--- src/rtl/half_adder.sv ---
// Bitwise half adder over WIDTH independent lanes.
// Each lane computes sum = a ^ b and carry = a & b. No carry crosses between lanes.
// The block has three parts:
//   - A combinational result that works even while reset is asserted.
//   - A one-cycle registered copy of that result.
//   - A saturating counter of accepted samples whose carry vector is non-zero.
// Handshake: i_valid qualifies the operands on each rising edge. There is no ready,
// so every valid sample is accepted. o_valid is i_valid delayed by one cycle and
// marks the cycle in which o_suma_q / o_acarreo_q hold that sample's result.
module half_adder #(
  parameter int WIDTH = 1,
  parameter int CNT_W = 8
) (
  input  logic             i_clk,
  input  logic             i_rst_n,
  input  logic [WIDTH-1:0] i_operando_a,
  input  logic [WIDTH-1:0] i_operando_b,
  input  logic             i_valid,
  output logic [WIDTH-1:0] o_suma,
  output logic [WIDTH-1:0] o_acarreo,
  output logic [WIDTH-1:0] o_suma_q,
  output logic [WIDTH-1:0] o_acarreo_q,
  output logic             o_valid,
  output logic [CNT_W-1:0] o_cnt_acarreo
);

  localparam logic [CNT_W-1:0] CNT_ONE = CNT_W'(1);
  localparam logic [CNT_W-1:0] CNT_MAX = '1;

  logic [WIDTH-1:0] suma_c;
  logic [WIDTH-1:0] acarreo_c;

  logic [WIDTH-1:0] suma_q,    suma_d;
  logic [WIDTH-1:0] acarreo_q, acarreo_d;
  logic             valid_q,   valid_d;
  logic [CNT_W-1:0] cnt_q,     cnt_d;

  // Per-lane half-adder equations. X on an operand is passed straight through.
  assign suma_c    = i_operando_a ^ i_operando_b;
  assign acarreo_c = i_operando_a & i_operando_b;

  // Next-state logic: capture on valid, otherwise hold. The counter stops at all-ones.
  always_comb begin
    suma_d    = suma_q;
    acarreo_d = acarreo_q;
    valid_d   = i_valid;
    cnt_d     = cnt_q;
    if (i_valid) begin
      suma_d    = suma_c;
      acarreo_d = acarreo_c;
      if ((|acarreo_c) && (cnt_q != CNT_MAX)) begin
        cnt_d = cnt_q + CNT_ONE;
      end
    end
  end

  // State registers. Reset is asynchronous: a low i_rst_n clears them at once.
  always_ff @(posedge i_clk or negedge i_rst_n) begin
    if (!i_rst_n) begin
      suma_q    <= '0;
      acarreo_q <= '0;
      valid_q   <= 1'b0;
      cnt_q     <= '0;
    end else begin
      suma_q    <= suma_d;
      acarreo_q <= acarreo_d;
      valid_q   <= valid_d;
      cnt_q     <= cnt_d;
    end
  end

  assign o_suma        = suma_c;
  assign o_acarreo     = acarreo_c;
  assign o_suma_q      = suma_q;
  assign o_acarreo_q   = acarreo_q;
  assign o_valid       = valid_q;
  assign o_cnt_acarreo = cnt_q;

endmodule

--- config.mk ---
export PLATFORM = sky130hd
export DESIGN_NAME = half_adder
export DESIGN_NICKNAME = d
export VERILOG_FILES = /design/src/rtl/half_adder.sv
export SDC_FILE = /design/constraint.sdc
export NUM_CORES = 1
export LEC_CHECK = 0
export ABC_AREA = 1
export CORE_MARGIN = 3
export CORE_UTILIZATION = 40
export CTS_CLUSTER_SIZE = 8
export DETAILED_ROUTE_END_ITERATION = 10
export PLACE_DENSITY = 0.84
export RECOVER_POWER = 25
export SKIP_LAST_GASP = 1
export SYNTH_ARGS = -nofsm -noshare
export SYNTH_HDL_FRONTEND = slang
export SYNTH_SLANG_ARGS = --single-unit
--- constraint.sdc ---
create_clock -name i_clk -period 1.2 [get_ports i_clk]
set_input_delay 0.12 -clock i_clk [delete_from_list [all_inputs] [get_ports i_clk]]
set_output_delay 0.12 -clock i_clk [all_outputs]
set_load 0.01 [all_outputs]
# [After elaboration in Yosys (flattened, before gate mapping)]
# Index checks and enable logic that the tools add are counted.
[op_classes] n_addsub=1 multipliers=0 n_div=0 order_cmp=0 eq_ne=1 shift=0 n_mux=0 n_bitwise=2 reduce_logical=2
[op_table] cell="8-bit by 1-bit adder with 8-bit output (second input constant)" n=1
[op_table] cell="8-bit inequality test (second input constant)" n=1
[op_table] cell="2-bit AND reduction" n=1
[op_table] cell="1-bit bitwise AND" n=1
[op_table] cell="1-bit logical AND" n=1
[op_table] cell="1-bit bitwise XOR" n=1
[totals] reg_bits=11 latchBits=0 ramBits=0 romBits=0 in_bits=5 out_inout_bits=13 n_memories=0

# [Depth between registers and ports, before layout]
# Gate-level depths: netlist of the first run.
[depth] ltp_word=3 depth_mapped=8 ltp_nobuf=8

# [Least setup slack after synthesis of the first run]
# OpenSTA, ideal clock, no wires.
[synth_path] path_kind="reg2reg" from="reg cnt_q[0], in the netlist o_cnt_acarreo[0]" to="reg cnt_q[4], in the netlist o_cnt_acarreo[4]" setup_ns=0.116 t_arrival_ns=1.139 required_time_ns=1.084 setup_slack_ns=-0.056 stages_incl_launch_ff=9 synth_period_minus_slack_ns=1.256 path_cell_list="dfrtp_1 ha_1 nand2_2 nor2_4 nand2_4 nand2_8 inv_4 nand2_1 nand2_1"
[synth_between] elab_chain_cells=3 elab_cells_between_ends=4 classes_between="add/sub: 1; eq/ne: 1; reduce/logical: 2"
[synth_rtl] item="start: declaration" line="36" text="logic [CNT_W-1:0] cnt_q, cnt_d;"
[synth_rtl] item="start signal: assignment" line="68" text="cnt_q <= cnt_d;"
[synth_rtl] item="parallel branches: the longest is 3 deep, another holds 8-bit by 1-bit adder with 8-bit output"
# Several ways; the timed one is not identified.
# A chain may end at the register's enable or synchronous reset.

# [Worst setup path in the final report of the first run]
[layout_path] from="reg cnt_q[0], in the netlist o_cnt_acarreo[0]" to="reg cnt_q[6], in the netlist o_cnt_acarreo[6]"
# Same word-level chain as after synthesis.

==> reports/metrics.cfg, run 1 <==
[setup_path]
startpoint = o_cnt_acarreo[0]
critical_path_class = flop to flop
start_kind = flop
reg2reg_from = o_cnt_acarreo[0]
cp_max_fo = 6
arrival_ns = 1.37
cp.required_ns = 1.37
worstSetupEndpointType = flop

[sta]
fmax_mhz = 834
period_needed_ns = 1.20
rsz0062_at_grt = yes
drv_slew = 0
hold_viol = 0
slew_headroom_pct = 59.1
max_slew.worst_pin.slew_ns = 0.613
holdWs_ns = 0.352
finClkSkew_ns = 0.00957
finalCritPeriodShare_pct = 100
setup_viol = 0

[synth]
synth.avg_cell_area_um2 = 8.21
syn_inst = 73
syn_nets = 80
syn-cell-area_um2 = 599
synthDistinctLibCells = 18
yosysSeqAreaShare_pct = 45.9
ys_ff_latch = 11
yosys_warnings = 0

[pwr]
power.density_nw_per_um2 = 1330
ir_drop_mv = 1.17
leakage_nw = 0.502

[layout]
final_util_pct = 69.5
fillers = 113
area_delta_synth_final_pct = 56.6
final_layout_size_suffix_gt1_share_pct = 35.2
fin_nets = 113
layout.cells.most_common_list = nand2_1 (25), dfrtp_1 (10), dlygate4sd2_1 (10), buf_4 (9), nand2_2 (7)
diodes = 0
layout.cells.most_common = nand2_1

[clock_network]
cts-root-buf = clkbuf_4
numCtsBuffers = 3
clkSinkCount = 11
tritoncts = yes
clockBufferDepth = 2
path_clk_slew_ns = 0.08
ctsHoldBuffers = 0
insertion_delay_ns = 0.28
cts-htree-levels = 1

[run_status]
status = completed

[global_route]
grt_pass1_vias = 602
grt_max_degree = 12
grt_pass1_wl_mm = 2.66
antenna_found_initial = 0
track_usage_pct = 19.3
overflow = 0

[place]
dp_hpwl_mm = 1.07
portBuffers = 17
gp_congestion = 0.754

[floorplanning]
dieWidth_um = 44.7
io-pin-count = 18
die_area_um2 = 2000
start_util_pct = 44.4
core_um2 = 1350
rows = 13
die_height_um = 44.7

[drt]
drcViolationCount = 0
dr_total_vias = 571
drt_iter0_drc = 9
avgRoutedWirePerCell_um = 12.8
finalWirelength_mm = 1.53
ant_nets = 0
drtPass1Iterations = 4
vias_per_cell = 4.76

[flow_run]
cap_violations = 0

[worst_hold_path]
worst_hold_path_type = input pin to asynchronous set/reset pin

[flip-flops by register name (all words and copies together), names as in the netlist]
register,count
o_acarreo_q,1
o_suma_q,1
o_cnt_acarreo,8
o_valid,1
[area by class of cell]
cell class                 count  area (um^2)  share of cell area, %
inverter                       8         37.5                   4.00
timing repair buffer          27          214                   22.8
tap                           15         18.8                   2.00
clock buffer                   4         26.3                   2.80
multi-input combinational     55          365                   38.9
sequential                    11          277                   29.5
[metal layers]
metal	share of wire, %	wire length, um	track usage [%]	vias up
met5	0	0	0	-
li1	-	-	-	288
met4	0.78	12	8.43	0
met3	5.2	79	7.97	2
met2	52	802	33.5	17
met1	42	636	20.3	264
[report_power, final]
part / internal [mW] / switching [mW] / leakage (nW)
clock: 0.129 / 0.134 / 0.0150
combinational: 0.231 / 0.229 / 0.345
sequential: 0.436 / 0.0859 / 0.142
total: 0.796 / 0.449 / 0.502
[critical path, stage by stage (launching register included)]
cell and delay, ns:
dfrtp_1 0.40, ha_4 0.16, nand2_4 0.06, nor2_4 0.11
nand2_4 0.10, nand2_8 0.11, inv_8 0.05, nand2_2 0.05
nand2_1 0.05
[kinds of logic after synthesis]
group | Yosys count | synth area share [%]
simple gates | 46 | 36.5
flops | 11 | 45.9
buf+inv | 8 | 5.43
xor+xnor | 3 | 4.38
compound gates | 2 | 1.67
fa+ha+maj | 2 | 4.17
mux | 1 | 1.88
[cell usage after synthesis, drive strengths merged]
| master | instances | area (um^2) |
|---|---|---|
| xor2 | 2 | 17.5 |
| nand4 | 1 | 6.26 |
| nand3b | 1 | 7.51 |
| nor2 | 6 | 32.5 |
| nand3 | 3 | 15.0 |
| o21ai | 2 | 10.0 |
| dfrtp | 11 | 275 |
| mux2 | 1 | 11.3 |
| inv | 8 | 32.5 |
| xnor2 | 1 | 8.76 |
| nand2 | 35 | 158 |
| ha | 2 | 25.0 |
[per-stage QoR]
| stage | worst slack, ns | power [mW] | instance area [um^2] | cells | setup TNS (ns) |
|---|---|---|---|---|---|
| after floorplan | -0.0544 | 0.693 | 602 | 73 | -0.313 |
| after global placement | -0.258 | 0.926 | 843 | 112 | -1.38 |
| after detailed placement | -0.306 | 0.947 | 843 | 112 | -1.88 |
| after CTS | -0.0632 | 1.21 | 918 | 121 | -0.190 |
| after global routing | -0.0815 | 1.34 | 938 | 120 | -0.407 |
| final | 0.000497 | 1.24 | 938 | 120 | 0 |
[path summary, 6_finish.rpt]
| kind | cells past startpoint | to | slack (ns) |
|---|---|---|---|
| max reg2reg | 8 | o_cnt_acarreo[6] | 0.0005 |
| max | 8 | o_cnt_acarreo[6] | 0.0005 |
| max in group asynchronous | 2 | o_cnt_acarreo[2] | 0.40 |
| min reg2reg | 1 | o_suma_q | 0.51 |
| min in group i_clk | 2 | o_valid | 0.48 |
| min | 2 | o_valid | 0.35 |
[repair_timing]
item                                    in CTS  in global routing
pin swaps                                    9                  4
resized for setup                           24                 14
buffers inserted                             4                  1
gates cloned                                 1                  0
endpoints found under the setup margin      19                 11
(Power assumes the default switching activity.)
==> run 2, diff against run 1 <==
--- a/config.mk
+++ b/config.mk
@@ -10,6 +10,7 @@
 export CORE_UTILIZATION = 40
 export CTS_CLUSTER_SIZE = 8
 export DETAILED_ROUTE_END_ITERATION = 10
+export MAX_ROUTING_LAYER = met4
 export PLACE_DENSITY = 0.84
 export RECOVER_POWER = 25
 export SKIP_LAST_GASP = 1
==> run 2 against run 1 <==
- the run now ends with negative setup slack left
- sequential share of layout area stayed put
- cell area unchanged
- total power is essentially flat
- maximum frequency down 0.13%
- critical path depth stayed put
- hold slack about the same
- clock skew fell by 0.00086 ns
==> reports/metrics.cfg, run 2 (synthesis results as in run 1) <==
[run_status]
status = finished with violations
violations = negative setup slack

[floorplanning]
die_area_um2 = 2000
io-pin-count = 18
rows = 13
start_util_pct = 44.4
dieWidth_um = 44.7
die_height_um = 44.7
core_um2 = 1350

[setup_path]
arrival_ns = 1.37
startpoint = o_cnt_acarreo[0]
cp.required_ns = 1.37
crit_end = o_cnt_acarreo[6]
cp_max_fo = 6
worstSetupEndpointType = flop
r2r_cells = 8
r2r_end = o_cnt_acarreo[6]
reg2reg_from = o_cnt_acarreo[0]
r2r_slack_ns = -0.001
start_kind = flop
critical_path_class = flop to flop

[sta]
hold_viol = 0
fmax_mhz = 833
holdWs_ns = 0.352
period_needed_ns = 1.20
finalCritPeriodShare_pct = 100
slew_headroom_pct = 59.1
finClkSkew_ns = 0.00871
fin_ws_ns = -0.00103
max_slew.worst_pin.slew_ns = 0.613
setup_viol = 1
rsz0062_at_grt = yes
drv_slew = 0

[layout]
fin_nets = 113
final_layout_size_suffix_gt1_share_pct = 35.2
area_delta_synth_final_pct = 56.6
design_area_um2 = 938
largest_register_ffs = 8
regArea_um2 = 277
fillers = 113
diodes = 0
layout.cells.most_common_list = nand2_1 (25), dfrtp_1 (10), dlygate4sd2_1 (10), buf_4 (9), nand2_2 (7)
layout.cells.most_common = nand2_1
multi_input_area_um2 = 365

[pwr]
leakage_nw = 0.502
ir_drop_mv = 1.17
power.density_nw_per_um2 = 1330

[global_route]
grt_pass1_wl_mm = 2.67
grt_pass1_vias = 603
antenna_found_initial = 0
overflow = 0
track_usage_pct = 19.9
grt_max_degree = 12

[place]
portBuffers = 17
gp_congestion = 0.764
place_ws_ns = -0.306
post_dp_cell_area_um2 = 843
dp_hpwl_mm = 1.07

[clock_network]
path_clk_slew_ns = 0.08
clockBufferDepth = 2
clkSinkCount = 11
ctsHoldBuffers = 0
numCtsBuffers = 3
tritoncts = yes
cts-root-buf = clkbuf_4
insertion_delay_ns = 0.28
cts-htree-levels = 1

[drt]
avgRoutedWirePerCell_um = 12.7
ant_nets = 0
vias_per_cell = 4.76
drcViolationCount = 0
drt_iter0_drc = 9
dr_total_vias = 571
drtPass1Iterations = 4
finalWirelength_mm = 1.53

[worst_hold_path]
worst_hold_path_type = input pin to asynchronous set/reset pin

[flow_run]
cap_violations = 0

## run 2: cell counts in the layout (fill, tap and decap cells not counted)
Identical to the previous run, type by type.
## run 2: worst min path at each step
stage | to | slack (ns) | cells past startpoint
2_1_floorplan | o_acarreo_q | -0.18 | 0
3_3_place_gp | o_acarreo_q | 0.43 | 2
4_1_cts | o_valid | 0.13 | 2
6_report | o_valid | 0.35 | 2
5_1_grt | o_cnt_acarreo[3] | 0.41 | 2
3_5_place_dp | o_valid | 0.43 | 2
## run 2: stage by stage
step / std cells / power (mW) / utilization (%) / setup TNS (ns)
floorplan: 73 / 0.693 / - / -0.313
global placement: 112 / 0.926 / 62.5 / -1.38
detailed placement: 112 / 0.947 / 62.5 / -1.88
CTS: 121 / 1.21 / 68.0 / -0.190
global route: 120 / 1.34 / 69.5 / -0.407
finish: 120 / 1.24 / 69.5 / -0.00103
## run 2: cell type report
class | count | area share [%]
flip-flops and latches | 11 | 29.5
inverters | 8 | 4.00
repair buffers | 27 | 22.8
multi-input cells | 55 | 38.9
well taps | 15 | 2.00
clock buffers | 4 | 2.80
## run 2: timing repair
| item | 4_1_cts | 5_1_grt |
|---|---|---|
| gates resized for setup | 24 | 14 |
| pin swaps | 9 | 4 |
| cloned | 1 | 0 |
| setup endpoints to repair | 19 | 11 |
| buffers inserted | 4 | 1 |
## run 2: power by group
group | leakage [nW] | switching [mW] | internal, mW | total [mW]
registers | 0.142 | 0.0859 | 0.436 | 0.522
logic | 0.345 | 0.228 | 0.231 | 0.459
clock network | 0.0150 | 0.135 | 0.129 | 0.264
total | 0.502 | 0.449 | 0.796 | 1.24
## run 2: worst max-delay path, cell delays in order, from the launching register on
cell	delay [ns]
dfrtp_1	0.40
ha_4	0.16
nand2_4	0.06
nor2_4	0.11
nand2_4	0.10
nand2_8	0.11
inv_8	0.05
nand2_2	0.05
nand2_1	0.05
## run 2: layer usage
| metal | GRT usage [%] | wire length (um) | vias up |
|---|---|---|---|
| li1 | - | - | 288 |
| met1 | 20.3 | 632 | 264 |
| met2 | 33.5 | 802 | 17 |
| met3 | 7.97 | 79 | 2 |
| met4 | 8.43 | 12 | 0 |
| met5 | - | 0 | - |
